<file path="src/rtl/y86_pkg.sv">
// Shared Y86 definitions: register IDs, datapath widths and the write-back state encoding.
// Reused by the decode block, the register file and the write-back scheduler.
package y86_pkg;

  localparam int ADDR_W = 4;
  localparam int DATA_W = 64;

  typedef logic [ADDR_W-1:0] reg_id_t;

  localparam reg_id_t RAX   = 4'h0;
  localparam reg_id_t RCX   = 4'h1;
  localparam reg_id_t RDX   = 4'h2;
  localparam reg_id_t RBX   = 4'h3;
  localparam reg_id_t RSP   = 4'h4;
  localparam reg_id_t RBP   = 4'h5;
  localparam reg_id_t RSI   = 4'h6;
  localparam reg_id_t RDI   = 4'h7;
  localparam reg_id_t R8    = 4'h8;
  localparam reg_id_t R9    = 4'h9;
  localparam reg_id_t R10   = 4'hA;
  localparam reg_id_t R11   = 4'hB;
  localparam reg_id_t R12   = 4'hC;
  localparam reg_id_t R13   = 4'hD;
  localparam reg_id_t R14   = 4'hE;
  localparam reg_id_t RNONE = 4'hF;

  typedef enum logic [1:0] {
    IDLE = 2'd0,
    WR_E = 2'd1,
    WR_M = 2'd2,
    SKIP = 2'd3
  } wb_state_t;

endpackage

</file>
<file path="src/rtl/wb_port_sched.sv">
// Sequences one (dstE/valE, dstM/valM) write-back bundle onto the single register-file
// write port, E before M, and flags decode reads that hit a still-pending write.
module wb_port_sched #(
  parameter int                DATA_W = y86_pkg::DATA_W,
  parameter int                ADDR_W = y86_pkg::ADDR_W,
  parameter logic [ADDR_W-1:0] RNONE  = y86_pkg::RNONE,
  parameter int                CNT_W  = 16
) (
  input  logic              clk,
  input  logic              rst_n,
  input  logic              wb_valid,
  output logic              wb_ready,
  input  logic [ADDR_W-1:0] wb_dstE,
  input  logic [DATA_W-1:0] wb_valE,
  input  logic [ADDR_W-1:0] wb_dstM,
  input  logic [DATA_W-1:0] wb_valM,
  output logic              rf_we,
  output logic [ADDR_W-1:0] rf_waddr,
  output logic [DATA_W-1:0] rf_wdata,
  output logic              wb_done,
  input  logic [ADDR_W-1:0] srcA,
  input  logic [ADDR_W-1:0] srcB,
  output logic              hazard,
  input  logic              cnt_clr,
  output logic [CNT_W-1:0]  wr_count
);
  import y86_pkg::*;

  wb_state_t         state_reg, state_next;
  logic [ADDR_W-1:0] dste_reg, dstm_reg;
  logic [DATA_W-1:0] vale_reg, valm_reg;
  logic              need_e_reg, need_m_reg;
  logic [CNT_W-1:0]  wr_count_reg;

  logic accept;
  logic need_e_in, need_m_in;

  // When both destinations collide, M wins and the E write is dropped (popq %rsp).
  assign need_m_in = (wb_dstM != RNONE);
  assign need_e_in = (wb_dstE != RNONE) && (wb_dstE != wb_dstM);
  assign accept    = wb_valid && wb_ready;

  always_ff @(posedge clk or negedge rst_n) begin
    if (!rst_n) begin
      state_reg    <= IDLE;
      dste_reg     <= RNONE;
      dstm_reg     <= RNONE;
      vale_reg     <= '0;
      valm_reg     <= '0;
      need_e_reg   <= 1'b0;
      need_m_reg   <= 1'b0;
      wr_count_reg <= '0;
    end else begin
      state_reg <= state_next;
      if (accept) begin
        dste_reg   <= wb_dstE;
        dstm_reg   <= wb_dstM;
        vale_reg   <= wb_valE;
        valm_reg   <= wb_valM;
        need_e_reg <= need_e_in;
        need_m_reg <= need_m_in;
      end
      if (cnt_clr) begin
        wr_count_reg <= '0;
      end else if (rf_we) begin
        wr_count_reg <= wr_count_reg + 1'b1;
      end
    end
  end

  assign wr_count = wr_count_reg;

  function automatic logic id_hit(input logic [ADDR_W-1:0] p,
                                  input logic [ADDR_W-1:0] a,
                                  input logic [ADDR_W-1:0] b);
    return (p != RNONE) && ((a == p) || (b == p));
  endfunction

  always_comb begin
    state_next = state_reg;
    wb_ready   = 1'b0;
    rf_we      = 1'b0;
    rf_waddr   = RNONE;
    rf_wdata   = '0;
    wb_done    = 1'b0;
    hazard     = 1'b0;

    unique case (state_reg)
      IDLE: begin
        wb_ready = 1'b1;
        if (accept) begin
          if (need_e_in)      state_next = WR_E;
          else if (need_m_in) state_next = WR_M;
          else                state_next = SKIP;
        end
      end
      WR_E: begin
        rf_we      = 1'b1;
        rf_waddr   = dste_reg;
        rf_wdata   = vale_reg;
        wb_done    = !need_m_reg;
        hazard     = (need_e_reg && id_hit(dste_reg, srcA, srcB)) ||
                     (need_m_reg && id_hit(dstm_reg, srcA, srcB));
        state_next = need_m_reg ? WR_M : IDLE;
      end
      WR_M: begin
        rf_we      = 1'b1;
        rf_waddr   = dstm_reg;
        rf_wdata   = valm_reg;
        wb_done    = 1'b1;
        hazard     = id_hit(dstm_reg, srcA, srcB);
        state_next = IDLE;
      end
      SKIP: begin
        wb_done    = 1'b1;
        state_next = IDLE;
      end
      default: state_next = IDLE;
    endcase
  end

endmodule

</file>
<file path="config.mk">
export PLATFORM = sky130hd
export DESIGN_NAME = wb_port_sched
export DESIGN_NICKNAME = d
export VERILOG_FILES = /design/src/rtl/y86_pkg.sv /design/src/rtl/wb_port_sched.sv
export SDC_FILE = /design/constraint.sdc
export NUM_CORES = 1
export LEC_CHECK = 0
export CAP_MARGIN = 20
export CORE_UTILIZATION = 45
export DETAILED_ROUTE_END_ITERATION = 16
export MAX_ROUTING_LAYER = met4
export PLACE_DENSITY = 0.78
export SYNTH_ARGS = -nofsm -noshare
export SYNTH_HDL_FRONTEND = slang
export SYNTH_SLANG_ARGS = --single-unit
</file>
<file path="constraint.sdc">
create_clock -name clk -period 3.3 [get_ports clk]
set_clock_uncertainty 0.2 [all_clocks]
set_input_delay 0.495 -clock clk [delete_from_list [all_inputs] [get_ports clk]]
set_output_delay 0.495 -clock clk [all_outputs]
set_load 0.01 [all_outputs]
</file>
# Word level (Yosys, flattened, before mapping)
# Index checks and enable logic that the tools add are counted.
# Widths: inputs -> output; s select.
# classes
n_addsub,1
mul,0
div,0
magnitude_cmp,0
n_eq_ne,13
shift,0
mux,13
bitwise_logic,0
n_reduce_logical,14
# ops
cell,count
$pmux 64 s2,1
$mux 16,2
$add 16x1->16 const B,1
$eq 4x4->1,4
$ne 4x4->1 const B,4
$pmux 4 s2,1
$logic_and 1x1->1,6
$mux 2,3
$pmux 2 s3,1
$eq 2x2->1 const B,2
$ne 4x4->1,1
$pmux 1 s2,2
$reduce_or 2->1,2
$logic_or 1x1->1,3
$mux 1,3
$eq 2x1->1 const B,1
$logic_not 2->1,1
$ne 2x2->1 const B,1
$reduce_bool 2->1,1
$logic_not 1->1,1
# word_totals
register_bits,156
latch_bits,0
ramBits,0
mem_bits_ro,0
inputBits,148
output_inout_bits,88
elab_cells,49
n_memories,0

# Logic depth before layout (Yosys ltp)
# depth
word_depth,6
ltp_mapped,7
ltp_nobuf,6

# Least setup slack after synthesis
# Ideal clock, no wire load.
# synth_timing
path_kind,reg2out
start,register state_reg[0]
end,output port rf_wdata[0]
arrival_ns,1.562
t_required_ns,2.605
path_slack_ns,1.043
path_stages_with_launch,7
n_path_buf,3
cell_sequence,dfrtp_1 > inv_1 > ha_1 > clkbuf_2 > buf_2 > clkbuf_1 > nor2b_1
# synth_between
elab_chain_cells,2
word_cells_on_any_way,3
classes_between,2 x eq/ne; 1 x mux
# synth_rtl
item,line_no,rtl
from (decl),wb_port_sched.sv:29,"wb_state_t state_reg, state_next;"
from (signal assigned),wb_port_sched.sv:54,state_reg <= state_next;
$eq 2x2->1 or $eq 2x1->1 (tied branches),wb_port_sched.sv:88,unique case (state_reg)
$pmux 64 s2 (*),wb_port_sched.sv:88,
to (decl),wb_port_sched.sv:19,"output logic [DATA_W-1:0] rf_wdata,"
# Every way passes the cells marked *; elsewhere a longest branch is shown, timed or not.

# Worst setup path in the final report
# layout_timing
start,register state_reg[1]
end,output port hazard
# layout_between
elab_chain_cells,2
word_cells_on_any_way,3
classes_between,2 x eq/ne; 1 x mux
# layout_rtl
item,line_no,rtl
$eq 2x2->1 or $eq 2x1->1 (tied branches),wb_port_sched.sv:88,
$pmux 1 s2 (*),wb_port_sched.sv:88,
to (decl),wb_port_sched.sv:23,"output logic hazard,"
# Marked as above.

==> qor.yml <==
pwr-share-comb_pct: 43.0
start_util_pct: 46.17
power_density_nw_per_um2: 904.8
crit_fanout: 53
most-common-layout-cells: "clkdlybuf4s50_1 (234), dfrtp_1 (148), mux2_2 (136), a22oi_1 (68), nor2b_1 (64)"
rsz0062_at_grt: "no"
nFillCells: 1145
sw_frac_of_total_pct: 32.49
netlist_instances: 585
drive_gt1_share_pct: 24.12
crit_slowest_cell: "clkdlybuf4s50_1"
placed_cells: 1004
crit_family: "buffers and inverters"
wl_per_cell_um: 18.49
die_y_um: 129.7
layout_commonest_cell: "clkdlybuf4s50_1"
htree_num_levels: 4
fin_cells: 1037
crit_chain: "inv_1, ha_2, buf_12, nand2_1, o32ai_1, clkdlybuf4s50_1"
ys_types: 32
switchingPower_mw: 3.109
place_area_um2: 9933
slew_headroom_pct: 55.04
grt_pass1_vias: 5889
insertion_delay_ns: 0.42
max_clock_freq_mhz: 316.0
start_kind: "flop"
cts_setup_buffers: 0
vias_per_cell: 5.358
syn_avg_cell_area_um2: 12.54
whs_ns: 0.3060
vias: 5556
cts_tree: "done"
areaGrowthSynthToFinish_pct: 44.20
numClockSinks: 156
first_pass_iters: 6
post-dp-hpwl_mm: 13.15
coreArea_um2: 15890
antenna_cells: 0
place_congestion: 0.7715
final_nets: 961
synth-seq-cells: 156
setup_tns_ns: 0
syn_nets: 738
sequentialPowerShare_pct: 35.6
path_class: "reg2out"
ioPinCount: 236
arrival_ns: 2.47
outcome: "complete, no violations"
die-area_um2: 16810
design_area_um2: 10580
slew_viol_final: 0
p_int_mw: 6.460
p_leak_nw: 4.159
rows: 46
finalHoldViolations: 0
cts-root-buf: "clkbuf_16"
ys_warn_count: 0
grt_max_degree: 64
clkTransAtPathRegs_ns: 0.06
worst_slew_pin_slew_ns: 0.6723
drtAntennaViolNets: 0
setup_viol: 0
wl_mm: 19.17
finalCriticalPeriod_ns: 3.164
period_share_pct: 95.88
die_w_um: 129.7
syn_area_um2: 7335
grt_pass1_wl_mm: 30.31
power_mw: 9.569
cts_buffers: 17
antenna_found_initial: 0
grt_usage_pct: 24.31
grt_overflow_total: 0
irDropWorstVdd_uv: 534.4
cp-end-kind: "primary output"
synth_seq_area_share_pct: 53.36
clockPowerShare_pct: 21.4
slowest_delay_ns: 0.60
drcViolationCount: 0
clockBufferDepth: 2
port_buffers: 235
path_buf_inv: 3
max_cap_viol_count: 0
drtIter0Drc: 318
hold_path.class: "reg2reg"
worstPathRequired_ns: 2.60
[final cells by class]
type / instances / area, um2 / share of cell area (%)
Sequential cell: 156 / 3914 / 37.00
Inverter: 5 / 18.77 / 0.1775
Tap cell: 216 / 270.3 / 2.555
Clock inverter: 14 / 192.7 / 1.822
Multi-Input combinational cell: 381 / 3232 / 30.56
Clock buffer: 18 / 429.2 / 4.058
Timing Repair Buffer: 247 / 2520 / 23.83
[Yosys cell counts]
cell type	number	area, um2
a21oi_1	4	20.02
o41ai_1	1	8.760
nand2_1	13	48.80
nand3_1	3	15.01
nor4_1	7	43.79
nor2_2	4	25.02
nand4_2	1	12.51
o22ai_1	1	6.260
dfstp_2	8	210.2
nand4_4	1	21.27
a31oi_1	1	6.260
mux2_2	136	1531
xnor2_1	17	148.9
nor2_1	13	48.80
a22oi_1	68	510.5
inv_1	5	18.77
ha_1	5	62.56
clkbuf_1	24	90.09
o32ai_1	1	8.760
and3_2	1	7.510
nand4_1	10	62.56
buf_2	18	90.09
o21ai_0	5	25.02
mux2i_1	1	10.01
nor2b_1	64	400.4
xor2_1	16	140.1
a41oi_1	2	17.52
clkbuf_2	1	5.000
dfrtp_1	148	3704
or3_1	2	12.51
a211oi_1	1	7.510
nor3_1	3	15.01
[per-stage QoR]
stage | util [%] | setup slack (ns)
after global routing | 66.58 | 0.007678
after detailed placement | 62.53 | 0.1799
final | 66.58 | 0.1359
after floorplan | - | 1.043
after global placement | 62.53 | 0.2755
after CTS | 66.51 | 0.08465
[path summary, 6_finish.rpt]
path / startpoint / endpoint / slack, ns / cells after the start
min in group asynchronous: rst_n / valm_reg[57]$_DFFE_PN0P_ / 0.44 / 2
worst max register to register: state_reg[1]$_DFFE_PN0P_ / wr_count[15]$_DFFE_PN0P_ / 1.03 / 7
worst min-delay path: vale_reg[46]$_DFFE_PN0P_ / vale_reg[46]$_DFFE_PN0P_ / 0.31 / 1
worst min register to register: vale_reg[46]$_DFFE_PN0P_ / vale_reg[46]$_DFFE_PN0P_ / 0.31 / 1
worst max-delay path: state_reg[1]$_DFFE_PN0P_ / hazard / 0.14 / 6
max in group asynchronous: rst_n / dstm_reg[0]$_DFFE_PN1P_ / 1.57 / 3
[power groups by stage]
stage	clock network, mW	logic, mW	registers [mW]
after floorplan	0	2.55	3.24
after global placement	0	4.00	3.33
after detailed placement	0	4.12	3.42
after CTS	2.10	4.15	3.39
after global routing	2.17	4.46	3.51
final	2.05	4.12	3.40
[kinds of logic (layout without fill, tap and decap cells)]
| kind of cell | count (synthesis) | count (layout) | synth area share [%] |
|---|---|---|---|
| flip-flops | 156 | 156 | 53.36 |
| multiplexers | 137 | 137 | 21.02 |
| AND/OR/NAND/NOR | 122 | 122 | 9.723 |
| AO/OA/AOI/OAI | 84 | 84 | 8.325 |
| buffers and inverters | 48 | 284 | 2.781 |
| XOR/XNOR | 33 | 33 | 3.941 |
| adder cells (fa/ha/maj) | 5 | 5 | 0.8530 |
[timing repair]
action	4_1_cts	5_1_grt
hold buffers	1	0
gates resized for setup	0	3
hold endpoints to repair	59	0
setup endpoints to repair	0	6
[per-layer routing]
layer	vias to the layer above	global-route usage, %	share of wire (%)
li1	2537	-	-
met1	2795	29.02	41
met2	192	40.08	50
met3	32	5.904	6.1
met4	0	8.618	2.1
met5	-	-	0
Note: power is estimated with default switching activity, not from simulation.
